[src/rtl/eth_fcs_append_ctrl.sv]
// eth_fcs_append_ctrl: TX frame controller. It forwards an 8-bit AXI-stream
// payload, zero-pads short frames (only when ETH_FCS_PAD_EN is defined),
// then appends the CRC32 FCS least-significant byte first.
// Ports: clk, rst (synchronous, active-high),
//   s_axis_{tdata,tvalid,tready,tlast,tuser}  payload in,
//   m_axis_{tdata,tvalid,tready,tlast,tuser}  frame out (one register stage),
//   busy  high from the first accepted byte until the closing tlast transfers.
// Macro ETH_FCS_PAD_EN: compile in the PAD state and the byte counter.
module eth_fcs_append_ctrl #(
   parameter int MIN_FRAME_LENGTH = 64
) (
   input  logic       clk,
   input  logic       rst,
   input  logic [7:0] s_axis_tdata,
   input  logic       s_axis_tvalid,
   output logic       s_axis_tready,
   input  logic       s_axis_tlast,
   input  logic       s_axis_tuser,
   output logic [7:0] m_axis_tdata,
   output logic       m_axis_tvalid,
   input  logic       m_axis_tready,
   output logic       m_axis_tlast,
   output logic       m_axis_tuser,
   output logic       busy
);

   typedef enum logic [1:0] {
      S_IDLE    = 2'd0,
      S_PAYLOAD = 2'd1,
`ifdef ETH_FCS_PAD_EN
      S_PAD     = 2'd2,
`endif
      S_FCS     = 2'd3
   } state_t;

   localparam logic [31:0] CRC_INIT = 32'hFFFF_FFFF;

   // Reflected (LSB-first) Galois step of poly 04C11DB7, one byte.
   function automatic logic [31:0] crc_byte(
      input logic [31:0] c,
      input logic [7:0]  d
   );
      logic [31:0] v;
      v = c ^ {24'd0, d};
      for (int i = 0; i < 8; i++) begin
         if (v[0]) v = (v >> 1) ^ 32'hEDB8_8320;
         else      v = v >> 1;
      end
      return v;
   endfunction

   state_t      r_state;
   logic [31:0] r_crc;
   logic [1:0]  r_idx;
   logic [7:0]  r_m_tdata;
   logic        r_m_tvalid;
   logic        r_m_tlast;
   logic        r_m_tuser;
   logic        r_busy;

   logic        w_out_rdy;
   logic        w_in_state;
   logic        w_accept;
   logic        w_tlast_xfer;
   logic [31:0] w_fcs;
   logic [7:0]  w_fcs_byte;

`ifdef ETH_FCS_PAD_EN
   localparam logic [11:0] PAD_TGT = 12'(MIN_FRAME_LENGTH - 4);
   logic [11:0] r_count;
   logic [11:0] w_count_inc;
   // Counter saturates so long frames never wrap into a false "short".
   assign w_count_inc = (r_count == PAD_TGT) ? r_count
                                             : r_count + 12'd1;
`else
   logic w_unused_min;
   assign w_unused_min = |MIN_FRAME_LENGTH;
`endif

   assign w_out_rdy    = !r_m_tvalid || m_axis_tready;
   assign w_in_state   = (r_state == S_IDLE) ||
                         (r_state == S_PAYLOAD);
   assign w_accept     = s_axis_tvalid && s_axis_tready;
   assign w_tlast_xfer = r_m_tvalid && m_axis_tready && r_m_tlast;
   assign w_fcs        = ~r_crc;

   always_comb begin
      w_fcs_byte = w_fcs[7:0];
      unique case (r_idx)
         2'd0: w_fcs_byte = w_fcs[7:0];
         2'd1: w_fcs_byte = w_fcs[15:8];
         2'd2: w_fcs_byte = w_fcs[23:16];
         2'd3: w_fcs_byte = w_fcs[31:24];
      endcase
   end

   // Gated by rst so the input is never accepted while reset is held.
   assign s_axis_tready = !rst && w_in_state && w_out_rdy;

   assign m_axis_tdata  = r_m_tdata;
   assign m_axis_tvalid = r_m_tvalid;
   assign m_axis_tlast  = r_m_tlast;
   assign m_axis_tuser  = r_m_tuser;
   assign busy          = r_busy;

   always_ff @(posedge clk) begin
      if (rst) begin
         r_state    <= S_IDLE;
         r_crc      <= CRC_INIT;
         r_idx      <= 2'd0;
         r_m_tdata  <= 8'd0;
         r_m_tvalid <= 1'b0;
         r_m_tlast  <= 1'b0;
         r_m_tuser  <= 1'b0;
         r_busy     <= 1'b0;
`ifdef ETH_FCS_PAD_EN
         r_count    <= 12'd0;
`endif
      end else begin
         // A new frame may start in the same cycle the old one ends.
         if (w_accept)          r_busy <= 1'b1;
         else if (w_tlast_xfer) r_busy <= 1'b0;

         unique case (r_state)
            S_IDLE, S_PAYLOAD: begin
               if (w_accept) begin
                  r_m_tdata  <= s_axis_tdata;
                  r_m_tvalid <= 1'b1;
                  r_m_tlast  <= 1'b0;
                  r_m_tuser  <= 1'b0;
                  r_crc      <= crc_byte(r_crc, s_axis_tdata);
                  r_state    <= S_PAYLOAD;
`ifdef ETH_FCS_PAD_EN
                  r_count    <= w_count_inc;
`endif
                  if (s_axis_tlast) begin
                     if (s_axis_tuser) begin
                        // Bad frame: close it here, no FCS.
                        r_m_tlast <= 1'b1;
                        r_m_tuser <= 1'b1;
                        r_state   <= S_IDLE;
                        r_crc     <= CRC_INIT;
`ifdef ETH_FCS_PAD_EN
                        r_count   <= 12'd0;
                     end else if (w_count_inc < PAD_TGT) begin
                        r_state   <= S_PAD;
`endif
                     end else begin
                        r_state   <= S_FCS;
                        r_idx     <= 2'd0;
                     end
                  end
               end else if (w_out_rdy) begin
                  r_m_tvalid <= 1'b0;
               end
            end
`ifdef ETH_FCS_PAD_EN
            S_PAD: begin
               if (w_out_rdy) begin
                  r_m_tdata  <= 8'h00;
                  r_m_tvalid <= 1'b1;
                  r_m_tlast  <= 1'b0;
                  r_m_tuser  <= 1'b0;
                  r_crc      <= crc_byte(r_crc, 8'h00);
                  r_count    <= w_count_inc;
                  if (w_count_inc == PAD_TGT) begin
                     r_state <= S_FCS;
                     r_idx   <= 2'd0;
                  end
               end
            end
`endif
            S_FCS: begin
               if (w_out_rdy) begin
                  r_m_tdata  <= w_fcs_byte;
                  r_m_tvalid <= 1'b1;
                  r_m_tlast  <= (r_idx == 2'd3);
                  r_m_tuser  <= 1'b0;
                  r_idx      <= r_idx + 2'd1;
                  if (r_idx == 2'd3) begin
                     r_state <= S_IDLE;
                     r_crc   <= CRC_INIT;
`ifdef ETH_FCS_PAD_EN
                     r_count <= 12'd0;
`endif
                  end
               end
            end
            default: begin
               r_state <= S_IDLE;
            end
         endcase
      end
   end

endmodule
[config.mk]
export PLATFORM = sky130hd
export DESIGN_NAME = eth_fcs_append_ctrl
export DESIGN_NICKNAME = d
export VERILOG_FILES = /design/src/rtl/eth_fcs_append_ctrl.sv
export SDC_FILE = /design/constraint.sdc
export NUM_CORES = 1
export LEC_CHECK = 0
export ABC_CLOCK_PERIOD_IN_PS = 5350
export CORE_MARGIN = 2
export CORE_UTILIZATION = 62
export CTS_CLUSTER_SIZE = 28
export DETAILED_ROUTE_END_ITERATION = 6
export PLACE_DENSITY_LB_ADDON = 0.15
export SYNTH_ARGS = -nofsm -noshare
export SYNTH_HDL_FRONTEND = slang
export SYNTH_SLANG_ARGS = --single-unit
[constraint.sdc]
create_clock -name clk -period 5.35 [get_ports clk]
set_clock_uncertainty 0.2 [all_clocks]
set_input_delay 1.605 -clock clk [delete_from_list [all_inputs] [get_ports clk]]
set_output_delay 1.605 -clock clk [all_outputs]
set_load 0.005 [all_outputs]
==> summary.txt, run 1 <==
Status - completed
Reg2reg path depth - 5
Area Growth Syn to Fin - 13.0%
CP Max Fanout - 6
FF+latch count, synth - 48
DR vias/cell - 5.95
Worst VDD drop - 204 uV
Clock buffer count from CTS - 5
Vias - 2320
Fin. Hold Viols - 0
Syn_area_per_cell - 9.34 um^2
Critical Path Most Common Cell - clkdlybuf4s50_1
Most frequent cells in the layout - dfxtp_1, nand2_1, xnor2_1, o21ai_0, clkdlybuf4s50_1
Initial drt markers - 180
First-pass GRT wire length - 11200 um
Pleak - 1.26 nW
Fin crit period - 4740 ps
Post-synthesis async set-or-reset flop share - 0%
Synth area leaders - dfxtp_1, xnor2_1, o211ai_1
Syn. warnings - 0
Starting density of the core - 63.3%
Clk Latency, worst-skew pair - 310 ps
Critical Path AT - 2930 ps
Sum Neg Setup Slack - 0 ps
WP buf/inv - 2
Hold buffer count at CTS - 0
Crit share post-route - 88.5%
GRT overflow - 0
CP endpoint kind - output port
CP cell instances - clkdlybuf4s50_1 -> nor2b_1 -> nor3_1 -> clkdlybuf4s50_1
Port bufs - 26
Antenna Cells - 0
Mapped cell area - 2930 um^2
Final WL - 6730 um
Nets - 353
HP Class - reg2reg
DRC viols - 0
Instance count on the critical path - 4
Compound-gate portion of the synthesized area - 21.5%
Most common cell after layout, fill and taps aside - dfxtp_1
Largest delay share family, worst path - buffers and inverters
Top FF cell, synth - dfxtp_1
Main combinational cell family by area after synthesis - XOR/XNOR gates
Post-synthesis sequential area ratio - 32.8%
Vias in the first global route - 2197
Cell depth of the worst hold path - 2
Adder-cell share of the synthesized area - 1.71%
Met1 GRT Util - 38.9%
Required time of the critical path - 3550 ps
TritonCTS clock tree - done
Top-area cell type share of the netlist area - 32.8%
Busiest layer in global routing - met2
Post-synthesis xor/xnor area fraction - 29.2%
Mux cell area share after synthesis - 0.341%
Layout cells sized above 1 - 8.33%
Clk slew on worst S/H paths - 80 ps
Die width - 72.8 um
Die Height - 72.8 um
Cells after Synth - 314
Max clock buf depth - 2
Cell Pwr Density - 348 nW/um^2
Initial antenna violation count - 0
Rel. slew slack - 47.8%
CP max stage delay - 460 ps
CP Class - in2out
Post-synth EDFFs - 0
Post-DRT Antenna Nets - 0
CP max-delay cell - clkdlybuf4s50_1
Dpl hpwl - 4730 um
M2 GR Usage - 43.2%
Number of distinct library cells after synthesis - 39
Post-cts repair resize count - 0
Setup crit start kind - input pin
Full die area - 5290 um^2
Final Slew Violations - 0
RSZ-0062 raised after global routing - no
I/O pin cnt - 27
1st-pass router iterations - 4
Tot GR Track Use - 27.6%
Slew @ Worst Pin - 783 ps
Rows - 25
Post-Layout Cell Count - 390
Root Driver - clkbuf_8
Core area - 4630 um^2
Max-cap violations - 0
Dpl cells - 382
Clock sinks - 48
Yosys top cell by area - dfxtp_1
DR WL/cell - 17.2 um
Gp weighted congestion - 0.813
Met3 usage - 5.25%
H-tree levels - 2
Largest net degree at the start of global routing - 36
Synth Area in Simple Gates - 10.9%
Post-Syn Nets - 332
Setup Buffers After CTS - 0
Final setup fails - 0
Max Fclk - 0.211 GHz
sequential cells by signal, indices dropped and copies added, names as in the netlist:
register,count
busy,1
m_axis_tvalid,1
r_crc,32
r_state,2
m_axis_tuser,1
m_axis_tdata,8
r_idx,2
m_axis_tlast,1
synthesized netlist by cell type (8+ instances only):
master and count:
o21ai_0 28, dfxtp_1 48, o211ai_1 24, nand2_1 36, inv_1 8, a31oi_1 9, o221ai_1 8, xor2_1 16
xnor2_1 34, nor2_1 10, a21oi_1 17, nand2b_1 12, clkbuf_1 15
final cells by class:
type	instances	area (um^2)
Multi-Input combinational cell	241	1870
Fill cell	383	1320
Sequential cell	48	961
Timing Repair Buffer	31	298
Clock buffer	8	90.1
Tap cell	54	67.6
Inverter	8	30.0
per-layer routing:
layer / wire length [um] / share of wire, % / up-vias
li1: - / - / 1148
met1: 3160 / 47 / 1103
met2: 3140 / 47 / 60
met3: 308 / 4.6 / 9
met4: 112 / 1.7 / 0
met5: 0 / 0 / -
worst reg2reg max path, stage by stage (launching register included):
cell	delay (ps)
dfxtp_1	350
xnor2_2	570
xnor2_4	230
xnor3_1	420
or4_1	410
o311a_1	110
power breakdown:
part / internal, mW / switching, mW
clock network: 0.106 / 0.120
registers: 0.397 / 0.0379
logic: 0.257 / 0.235
total: 0.760 / 0.393
stage by stage:
stage               area, um^2  worst slack, ps  hold slack [ps]  util [%]  power, mW
global placement          3220              651              278      69.6      0.923
floorplan                 2930             1600              264         -      0.830
CTS                       3310              614              312      71.5       1.16
finish                    3310              615              311      71.5       1.15
global route              3310              510              338      71.5       1.22
detailed placement        3220              628              297      69.6      0.930
cell families after synthesis:
group,after synthesis
AND/OR/NAND/NOR,69
AO/OA/AOI/OAI,99
buffers and inverters,25
XOR/XNOR,68
multiplexers,1
flip-flops,48
adder cells (fa/ha/maj),4
worst paths after layout:
check                           slack (ps)            end     startpoint
worst max-delay path                   610  s_axis_tready  m_axis_tready
worst min-delay path                   310      r_crc[23]      r_crc[23]
worst max register to register        2940      r_crc[26]       r_crc[2]
worst min register to register         310      r_crc[23]      r_crc[23]
Power figures use the tool's default switching activity.
==> run 2, diff against run 1 <==
- CORE_MARGIN: 2 -> default
- HOLD_SLACK_MARGIN: default -> 0.1
==> summary.txt, run 2 (synthesis results as in run 1) <==
Final Power - 1.14 mW
Slew @ Worst Pin - 827 ps
Layout cells sized above 1 - 8.66%
Most common cell after layout, fill and taps aside - dfxtp_1
Vias in the first global route - 2238
Root Driver - clkbuf_8
DRC viols - 6
Hold buffer count at CTS - 0
Failing checks - DRC
Area of the multi-input gates - 1870 um^2
Final core area utilization - 74.3%
WP buf/inv - 2
Rel. slew slack - 44.9%
Die width - 70.8 um
Clock sinks - 48
TritonCTS clock tree - done
Initial drt markers - 179
Pleak - 1.26 nW
Hold_sp - r_crc[20]
Most frequent cells in the layout - dfxtp_1, nand2_1, xnor2_1, o21ai_0, clkdlybuf4s50_1
Final Slew Violations - 0
Gp weighted congestion - 0.874
Fin crit period - 4830 ps
CP Max Fanout - 6
WHS Endpoint - r_crc[20]
CP cell instances - clkdlybuf4s50_1 -> nor2b_1 -> nor3_1 -> clkdlybuf4s50_1
Max clock buf depth - 2
Port bufs - 26
Max FFs per register - 32
Dpl cells - 380
DP Worst Slack - 532 ps
Final setup fails - 0
I/O pin cnt - 27
Area Growth Syn to Fin - 12.6%
Critical Path AT - 3030 ps
CP max-delay cell - clkdlybuf4s50_1
R2r setup slk - 2920 ps
GRT overflow - 0
Dpl hpwl - 4690 um
Post-DRT Antenna Nets - 0
Nets - 353
Clk Latency, worst-skew pair - 300 ps
R2R Path Start - r_crc[2]
DR WL/cell - 17.7 um
Die Height - 70.8 um
Clk slew on worst S/H paths - 90 ps
Status - complete, but fails checks
Post-cts repair resize count - 0
Sum Neg Setup Slack - 0 ps
Worst VDD drop - 232 uV
Cell depth of the worst hold path - 2
Placed cell areas - 3220 um^2
Hold WS - 312 ps
CP Class - in2out
Crit share post-route - 90.3%
Critical Path Most Common Cell - clkdlybuf4s50_1
Vias - 2365
Reg with most FFs - r_crc
RSZ-0062 raised after global routing - no
Reg2reg end - r_crc[26]
Rows - 24
Design area - 3300 um^2
Setup crit start kind - input pin
Initial antenna violation count - 0
Full die area - 5010 um^2
CP endpoint kind - output port
Tot GR Track Use - 28.8%
DR vias/cell - 6.11
Largest net degree at the start of global routing - 49
Fin. Hold Viols - 0
Cell Pwr Density - 345 nW/um^2
Core area - 4440 um^2
1st-pass router iterations - 7
Clock buffer count from CTS - 5
Max-cap violations - 0
Max Fclk - 0.207 GHz
Final WL - 6830 um
Post-Layout Cell Count - 387
H-tree levels - 2
Final WS setup - 517 ps
Starting density of the core - 66.0%
FF+latch area - 961 um^2
Setup Buffers After CTS - 0
First-pass GRT wire length - 11300 um
HP Class - reg2reg
CP max stage delay - 470 ps
Antenna Cells - 0
Fill count - 334
Required time of the critical path - 3550 ps
Largest delay share family, worst path - buffers and inverters
Reg2reg path depth - 5
## run 2: cell types whose count changed in the layout (fill, tap and decap cells not counted)
cell,delta
clkinv_2,+1
clkbuf_8,-1
clkinvlp_4,+1
clkbuf_1,-2
## run 2: cell type report
| class | count | area share, % |
|---|---|---|
| multi-input cells | 241 | 56.5 |
| flip-flops and latches | 48 | 29.1 |
| repair buffers | 31 | 9.02 |
| clock buffers | 5 | 2.08 |
| well taps | 52 | 1.97 |
| inverters | 8 | 0.910 |
| clock inverters | 2 | 0.379 |
## run 2: per-layer routing
metal  up-vias  track usage, %  share of wire, %
met5         -               0                 0
met4         0            6.67               1.1
met3        11            3.85               5.8
met2        72            49.0                49
met1      1137            39.0                44
li1       1145               -                 -
## run 2: worst max-delay path by stage
stage	slack [ps]	from	to	cells after the start
5_1_grt	410	m_axis_tready	s_axis_tready	4
2_1_floorplan	1600	rst	s_axis_tready	2
3_5_place_dp	530	m_axis_tready	s_axis_tready	4
3_3_place_gp	650	m_axis_tready	s_axis_tready	4
4_1_cts	500	m_axis_tready	s_axis_tready	4
6_report	520	m_axis_tready	s_axis_tready	4
## run 2: tightest hold or removal path: cells and delay by family (launching register included)
| kind | cells | cell delay [ps] |
|---|---|---|
| flops | 1 | 330 |
| simple gates | 1 | 60 |
| compound gates | 1 | 70 |
## run 2: report_power, final
part,switching [mW],total [mW],leakage [nW],internal [mW]
Sequential,0.0390,0.436,0.396,0.397
Clock,0.121,0.210,0.0400,0.0888
Combinational,0.236,0.493,0.820,0.257
Total,0.396,1.14,1.26,0.743
